File: src/rtl/mem_dump_pkg.sv
// Shared types for the spram8 dump/load masters.
// Holds the dump FSM encoding, read latency and checksum helper.
package mem_dump_pkg;

    typedef enum logic [1:0] {
        IDLE,
        READ,
        DRAIN,
        DONE
    } dump_st_t;

    localparam int RD_LAT = 1;

    function automatic logic [7:0] csum_add(
        input logic [7:0] acc,
        input logic [7:0] b
    );
        return acc + b;
    endfunction

endpackage

File: src/rtl/dump_fifo2.sv
// Two-entry byte FIFO between the mb8 read port and the tx stream.
// Accepts a push while full only when a pop happens in the same cycle.
module dump_fifo2 (
    input  logic       clk,
    input  logic       rst_n,
    input  logic       push,
    input  logic [7:0] din,
    output logic       full,
    input  logic       pop,
    output logic [7:0] dout,
    output logic       empty,
    output logic [1:0] count
);

    logic [7:0] d0, d1;
    logic       wp, rp;
    logic       do_push, do_pop;

    assign full    = (count == 2'd2);
    assign empty   = (count == 2'd0);
    assign do_pop  = pop && !empty;
    assign do_push = push && (!full || do_pop);
    assign dout    = rp ? d1 : d0;

    always_ff @(posedge clk or negedge rst_n) begin
        if (!rst_n) begin
            d0    <= '0;
            d1    <= '0;
            wp    <= 1'b0;
            rp    <= 1'b0;
            count <= '0;
        end else begin
            if (do_push) begin
                if (wp) d1 <= din;
                else    d0 <= din;
                wp <= ~wp;
            end
            if (do_pop)
                rp <= ~rp;
            case ({do_push, do_pop})
                2'b10:   count <= count + 2'd1;
                2'b01:   count <= count - 2'd1;
                default: count <= count;
            endcase
        end
    end

endmodule

File: src/rtl/mem_dump.sv
// Streams a byte range of spram8 over mb8 onto a valid/ready byte stream,
// with an 8-bit running checksum of the accepted bytes.
module mem_dump
    import mem_dump_pkg::*;
#(
    parameter int ASZ  = 17,
    parameter int LENW = 17
) (
    input  logic            clk,
    input  logic            rst_n,
    input  logic            start,
    input  logic [ASZ-1:0]  base,
    input  logic [LENW-1:0] len,
    input  logic            abort,
    output logic            busy,
    output logic            done,
    output logic [7:0]      csum,
    output logic [ASZ-1:0]  mem_addr,
    output logic            mem_we,
    input  logic [7:0]      mem_vo,
    output logic [7:0]      tx_data,
    output logic            tx_valid,
    input  logic            tx_ready
);

    dump_st_t        state, state_nx;
    logic [ASZ-1:0]  cur;
    logic [LENW-1:0] rem;
    logic            inflight;
    logic            fifo_full, fifo_empty;
    logic [1:0]      fifo_cnt;
    logic            pop, issue, go;
    logic [2:0]      occ;

    assign mem_we   = 1'b0;
    assign tx_valid = !fifo_empty;
    assign pop      = tx_valid && tx_ready;
    assign go       = (state == IDLE) && start;

    // Occupancy after this cycle's pop, so a read can overlap a drain.
    assign occ = 3'(fifo_cnt) + 3'(inflight) - 3'(pop);

    assign issue = (state == READ) && !abort && (rem != '0)
                 && (occ < 3'd2) && (!fifo_full || pop);

    dump_fifo2 u_fifo (
        .clk   (clk),
        .rst_n (rst_n),
        .push  (inflight),
        .din   (mem_vo),
        .full  (fifo_full),
        .pop   (pop),
        .dout  (tx_data),
        .empty (fifo_empty),
        .count (fifo_cnt)
    );

    always_comb begin
        state_nx = state;
        case (state)
            IDLE:
                if (start)
                    state_nx = (len == '0) ? DONE : READ;
            READ:
                if (abort || (issue && rem == LENW'(1)))
                    state_nx = DRAIN;
            DRAIN:
                if (fifo_empty && !inflight)
                    state_nx = DONE;
            DONE:
                state_nx = IDLE;
            default:
                state_nx = IDLE;
        endcase
    end

    always_ff @(posedge clk or negedge rst_n) begin
        if (!rst_n) begin
            state    <= IDLE;
            cur      <= '0;
            rem      <= '0;
            inflight <= 1'b0;
            mem_addr <= '0;
            csum     <= '0;
            busy     <= 1'b0;
            done     <= 1'b0;
        end else begin
            state    <= state_nx;
            inflight <= issue;
            done     <= (state == DONE);
            if (go) begin
                cur  <= base;
                rem  <= len;
                csum <= '0;
                busy <= 1'b1;
            end else if (pop) begin
                csum <= csum_add(csum, tx_data);
            end
            if (state == DONE)
                busy <= 1'b0;
            if (issue) begin
                mem_addr <= cur;
                cur      <= cur + ASZ'(1);
                rem      <= rem - LENW'(1);
            end
        end
    end

endmodule
File: config.mk
export PLATFORM = sky130hd
export DESIGN_NAME = mem_dump
export DESIGN_NICKNAME = d
export VERILOG_FILES = /design/src/rtl/mem_dump_pkg.sv /design/src/rtl/dump_fifo2.sv /design/src/rtl/mem_dump.sv
export SDC_FILE = /design/constraint.sdc
export NUM_CORES = 1
export LEC_CHECK = 0
export CAP_MARGIN = 20
export CORE_ASPECT_RATIO = 0.9
export CORE_MARGIN = 2
export CORE_UTILIZATION = 52
export DETAILED_ROUTE_END_ITERATION = 10
export MAX_ROUTING_LAYER = met4
export PLACE_DENSITY = 0.79
export SLEW_MARGIN = 0
export SYNTH_ARGS = -nofsm -noshare
export SYNTH_HDL_FRONTEND = slang
export SYNTH_SLANG_ARGS = --single-unit
File: constraint.sdc
create_clock -name clk -period 4.25 [get_ports clk]
set_input_delay 0.85 -clock clk [delete_from_list [all_inputs] [get_ports clk]]
set_output_delay 0.85 -clock clk [all_outputs]
set_load 0.03 [all_outputs]
# After elaboration in Yosys (flattened, before gate mapping)
# Index checks and enable logic that the tools add are counted.
# totals
wordCells,76
mem_bits_rw,0
register_bits,84
latch_bits,0
mem_bits_ro,0
mem_count,0
# op_classes
bitwise_logic,2
n_eq_ne,10
n_shift,0
reduce_logical,28
mul,0
add_sub_neg,7
div,0
muxes,15
n_lt_le_gt_ge,1
# ops
cell,n
17-bit two-way mux,4
8-bit two-way mux,3
17-bit by 1-bit adder with 17-bit output (second input constant),1
17-bit by 1-bit equality test with 1-bit output (second input constant),1
17-bit logical NOT,1
17-bit nonzero test,1
17-bit by 1-bit subtractor with 17-bit output (second input constant),1
1-bit logical AND,10
8-bit adder,1
2-bit equality test (second input constant),4
2-bit two-way mux,4
2-bit one-hot mux with 4 select lines,1
2-bit nonzero test,4
2-bit by 1-bit equality test with 1-bit output (second input constant),2
1-bit logical NOT,4
2-bit logical NOT,2
2-bit != test (second input constant),2
2-bit one-hot mux with 2 select lines,1
2-bit AND reduction,2
2-bit by 1-bit adder with 3-bit output,1
1-bit logical OR,3
3-bit by 2-bit < comparator with 1-bit output (second input constant),1
3-bit AND reduction,1
3-bit by 1-bit subtractor with 3-bit output,1
5 further kinds,7

# Longest topological paths before layout
# depth
ltp_word,11
ltp_mapped,16
mapped_depth_nobuf,12

# By module
# A second synthesis with hierarchy kept.
# unflattened
hier_cells,483
hier_area_um2,4835.9
# by_module_without_submodules
module,cells_each,area_per_inst_um2,n_inst
mem_dump,423,3936.3,1
dump_fifo2,60,899.6,1

# Least setup slack after synthesis
# No wires, ideal clock.
# synth_path
path_kind,register to register
from,register u_fifo.count[0]
to,register cur[5]
path_stages_with_launch,15
path_buffers,3
slack_ns,0.813
arrival_ns,3.318
setup_time_ns,0.119
path_cell_list,dfrtp_1 -> buf_2 -> or2_2 -> nand2_1 -> clkinv_1 -> ha_1 -> nand2b_1 -> fa_1 -> o2111ai_1 -> a31o_1 -> buf_6 -> inv_4 -> clkbuf_1 -> a21oi_1 -> o21a_1
# synth_between
elab_chain_len,8
word_cells_on_any_way,13
classes_between,add/sub: 2; order compare: 1; eq/ne: 1; mux: 1; reduce/logical: 8
# synth_lines
item,line,source
"start, declared",dump_fifo2.sv:12,output logic [1:0] count
"start signal, assigned",dump_fifo2.sv:41,2'b10: count <= count + 2'd1;
"start signal, assigned",dump_fifo2.sv:42,2'b01: count <= count - 2'd1;
"start signal, assigned",dump_fifo2.sv:43,default: count <= count;
2-bit logical NOT *,dump_fifo2.sv:20,assign empty = (count == 2'd0);
1-bit logical NOT *,mem_dump.sv:36,assign tx_valid = !fifo_empty;
named net tx_valid,mem_dump.sv:22,"output logic tx_valid,"
1-bit logical AND *,mem_dump.sv:37,assign pop = tx_valid && tx_ready;
3-bit by 1-bit subtractor with 3-bit output,mem_dump.sv:41,assign occ = 3'(fifo_cnt) + 3'(inflight) - 3'(pop);
3-bit by 2-bit < comparator with 1-bit output,mem_dump.sv:44,&& (occ < 3'd2) && (!fifo_full || pop);
1-bit logical AND,mem_dump.sv:44,
1-bit logical AND *,mem_dump.sv:44,
17-bit two-way mux or 2-bit nonzero test (tied branches),--,
"end signal, assigned",mem_dump.sv:92,cur <= base;
"end signal, assigned",mem_dump.sv:103,cur <= cur + ASZ'(1);
"end, declared",mem_dump.sv:27,logic [ASZ-1:0] cur;
# Mark *: on every way through the listed nets, which the timed path passes. The rest lies on a longest branch.
# A chain may end at the register's enable or synchronous reset.

# Worst setup path after layout
# layout_path
from,input tx_ready
to,register rem[5]
# layout_between
elab_chain_len,6
word_cells_on_any_way,8
classes_between,add/sub: 1; order compare: 1; mux: 1; reduce/logical: 5
# layout_lines
item,line,source
"start, declared",mem_dump.sv:23,input logic tx_ready
1-bit logical AND *,mem_dump.sv:37,
3-bit by 1-bit subtractor with 3-bit output,mem_dump.sv:41,
3-bit by 2-bit < comparator with 1-bit output,mem_dump.sv:44,
1-bit logical AND,mem_dump.sv:44,
1-bit logical AND *,mem_dump.sv:44,
17-bit two-way mux or 2-bit nonzero test (tied branches),--,
"end signal, assigned",mem_dump.sv:93,rem <= len;
"end signal, assigned",mem_dump.sv:104,rem <= rem - LENW'(1);
"end, declared",mem_dump.sv:28,logic [LENW-1:0] rem;
# Every way passes the cells marked *; elsewhere a longest branch is shown, timed or not.

==> flow_summary.json <==
{
  "clk_latency_ps": 360,
  "cts_tree": "built",
  "htree_levels": 3,
  "cts_setup_buffers": 0,
  "clkTransAtPathRegs_ps": 90,
  "yosysTopAreaCellShare_pct": 44.99,
  "power_frac_comb_pct": 51.3,
  "synthMostInstantiatedCell": "dfrtp_1",
  "synth_warnings": 0,
  "die_h_um": 93.93,
  "syn_inst": 483,
  "slowest_stage": "a22o_1",
  "initial_core_util_pct": 54.02,
  "drt_pass1_iterations": 4,
  "fin_area_sq_mm": 0.005821,
  "die_w_um": 103.9,
  "period_needed_ps": 3634,
  "io_pins": 84,
  "place.port_buffers": 82,
  "netSwitchingPower_mw": 1.903,
  "ir_drop_mv": 0.3664,
  "finalHoldViolCount": 0,
  "cap_violations": 0,
  "cp.required_ps": 4490,
  "synth_top_flop_cell": "dfrtp_1",
  "cts_buffer_depth": 2,
  "dp_cells": 670,
  "grt.total_usage_pct": 24.74,
  "r2r_end": "rem[5]",
  "fin_skew_ps": 9.208,
  "syn_nets": 550,
  "crit_type": "in2reg",
  "cts_buffers": 9,
  "multi_input_area_sq_mm": 0.002357,
  "vias": 4014,
  "min_path_type": "in2async",
  "syn2layout_area_growth_pct": 24.58,
  "syn_area_sq_mm": 0.004672,
  "setup_viol": 0,
  "drive_above_1_share_pct": 12.32,
  "power.leakage_nw": 2.507,
  "final_antenna_net_count": 0,
  "synth_edf_count": 0,
  "holdBufCountCts": 0,
  "grt_first_pass_wirelength_um": 19090,
  "grt-ovfl-total": 0,
  "ys_async_sr_fraction_pct": 100.0,
  "setup_ws_ps": 616.5,
  "cts_root_buffer": "clkbuf_8",
  "postPlaceCellArea_sq_mm": 0.005583,
  "synth_top_area_cell": "dfrtp_1",
  "hpwlAfterDp_um": 7937,
  "wl_per_cell_um": 16.37,
  "grt_antenna_before_repair": 0,
  "critPathLaunchType": "input pin",
  "synth_cell_types": 64,
  "p_int_mw": 2.499,
  "crit_path_cell_trace": "clkdlybuf4s50_1 -> nand2_1 -> clkinv_1 -> ha_1 -> nand2b_1 -> fa_1 -> o211a_1 -> o2111ai_1 -> a22o_1 -> a21oi_1 -> o221a_2",
  "drt_wl_total_um": 11250,
  "ys_seq_elements": 84,
  "share_seq_of_total_power_pct": 35.1,
  "grt_pass1_vias": 4071,
  "fin_nets": 630,
  "synth_area_leaders": "dfrtp_1, nand2_1, mux2_2",
  "final-seq-area_sq_mm": 0.002102,
  "drc_errors": 0,
  "max_slew.worst_pin.slew_ps": 915.7,
  "setup-tns-final_ps": 0,
  "core_area_sq_mm": 0.008648,
  "slew_violations": 0,
  "max_freq_mhz": 275.2,
  "min_period_over_period_pct": 85.49,
  "slowest_delay_ps": 570,
  "worstPathArrival_ps": 3880,
  "n_antenna_cell": 0,
  "avgSynthCellArea_sq_um": 9.673,
  "slew_headroom_pct": 38.39,
  "end_kind": "register",
  "critPathMaxFanout": 13,
  "die_area_sq_mm": 0.009760,
  "grt_max_degree": 85,
  "clkPwrFrac_pct": 13.7,
  "gp_congestion": 0.8131,
  "reg2reg_depth": 11,
  "rrSetupSlack_ps": 800,
  "rows": 32,
  "drt_iter0_markers": 227,
  "yosysSeqAreaShare_pct": 44.99,
  "status": "complete, no violations",
  "final_cells": 687,
  "post_cts_resized": 0,
  "rsz0062_at_grt": "no",
  "clock_sinks": 84,
  "r2r-start": "u_fifo.count[1]",
  "netlist_top_cells_count": "dfrtp_1, nand2_1, nor2_1",
  "routed_via_density": 5.843,
  "fillers": 706,
  "place_ws_ps": 255.5,
  "switching_share_pct": 43.22,
  "power.density_mw_per_mm2": 756.3
}
-- cells in the final DEF, fill, tap and decap left out, types with 5 or more instances in the layout --
| cell | synthesis | layout |
|---|---|---|
| nor4_1 | 7 | 7 |
| mux2_2 | 23 | 23 |
| and3_1 | 5 | 5 |
| nor3_1 | 8 | 8 |
| o21a_1 | 6 | 6 |
| nand3_1 | 18 | 18 |
| dfrtp_1 | 84 | 84 |
| ha_1 | 18 | 18 |
| buf_4 | 3 | 10 |
| nor2_1 | 33 | 33 |
| inv_1 | 21 | 21 |
| o21ai_0 | 20 | 20 |
| nand2_1 | 78 | 78 |
| xnor2_1 | 10 | 10 |
| clkdlybuf4s50_1 | 0 | 81 |
| a21oi_1 | 26 | 26 |
| and4_1 | 6 | 6 |
| a211o_1 | 6 | 6 |
| clkbuf_8 | 0 | 11 |
| a211oi_1 | 7 | 7 |
| o221a_2 | 8 | 8 |
-- power by group through the flow --
stage	sequential [mW]	combinational, mW	clock (mW)
global placement	1.52	2.17	0
detailed placement	1.55	2.25	0
global route	1.60	2.48	0.648
finish	1.54	2.26	0.601
floorplan	1.65	1.41	0
CTS	1.54	2.26	0.614
-- how the worst max path moves through the flow --
stage / from / end / depth (start not counted)
after floorplan: u_fifo.count[0] / cur[5] / 14
after CTS: tx_ready / rem[14] / 12
after detailed placement: tx_ready / rem[5] / 11
final: tx_ready / rem[5] / 11
after global routing: tx_ready / rem[14] / 12
after global placement: tx_ready / rem[10] / 11
-- critical path: cells and delay by family --
family                   cells  cell delay (ps)
AND/OR/NAND/NOR              2              270
buffers and inverters        2              560
adder cells (fa/ha/maj)      2              650
AO/OA/AOI/OAI                5             1530
-- stage by stage --
stage,utilization (%),total power [mW],hold WS (ps)
global placement,64.55,3.698,459.6
finish,67.30,4.402,368.1
detailed placement,64.55,3.798,464.8
global route,67.30,4.729,360.2
floorplan,-,3.063,455.6
CTS,66.99,4.411,484.9
-- logic make-up (layout without fill, tap and decap cells) --
group,Yosys count,count (layout),share of synthesized area (%)
simple gates,182,182,19.18
mux,25,25,5.972
fa+ha+maj,20,20,5.678
other cells,1,1,0.08027
flops,84,84,44.99
compound gates,113,113,17.30
xor+xnor,12,12,2.250
buf+inv,46,131,4.553
-- metal layers --
metal	part of all wire, %	wire (um)	global-route usage [%]	up-vias
li1	-	-	-	1903
met1	43	4889	31.01	1959
met3	5.5	618	4.993	9
met5	0	0	-	-
met2	50	5644	42.05	143
met4	0.84	95	5.518	0
-- registers in the layout, indices dropped and copies added (netlist names) --
name,cells
u_fifo.count,2
u_fifo.wp,1
done,1
inflight,1
u_fifo.d1,8
mem_addr,17
u_fifo.rp,1
state,2
cur,17
u_fifo.d0,8
rem,17
csum,8
busy,1
-- cell type report --
class / count / area share [%]
Inverter: 23 / 1.526
Clock inverter: 5 / 1.010
Clock buffer: 11 / 2.601
Tap cell: 119 / 2.558
Timing Repair Buffer: 92 / 15.69
Multi-Input combinational cell: 353 / 40.50
Sequential cell: 84 / 36.11
Power figures use the tool's default switching activity.
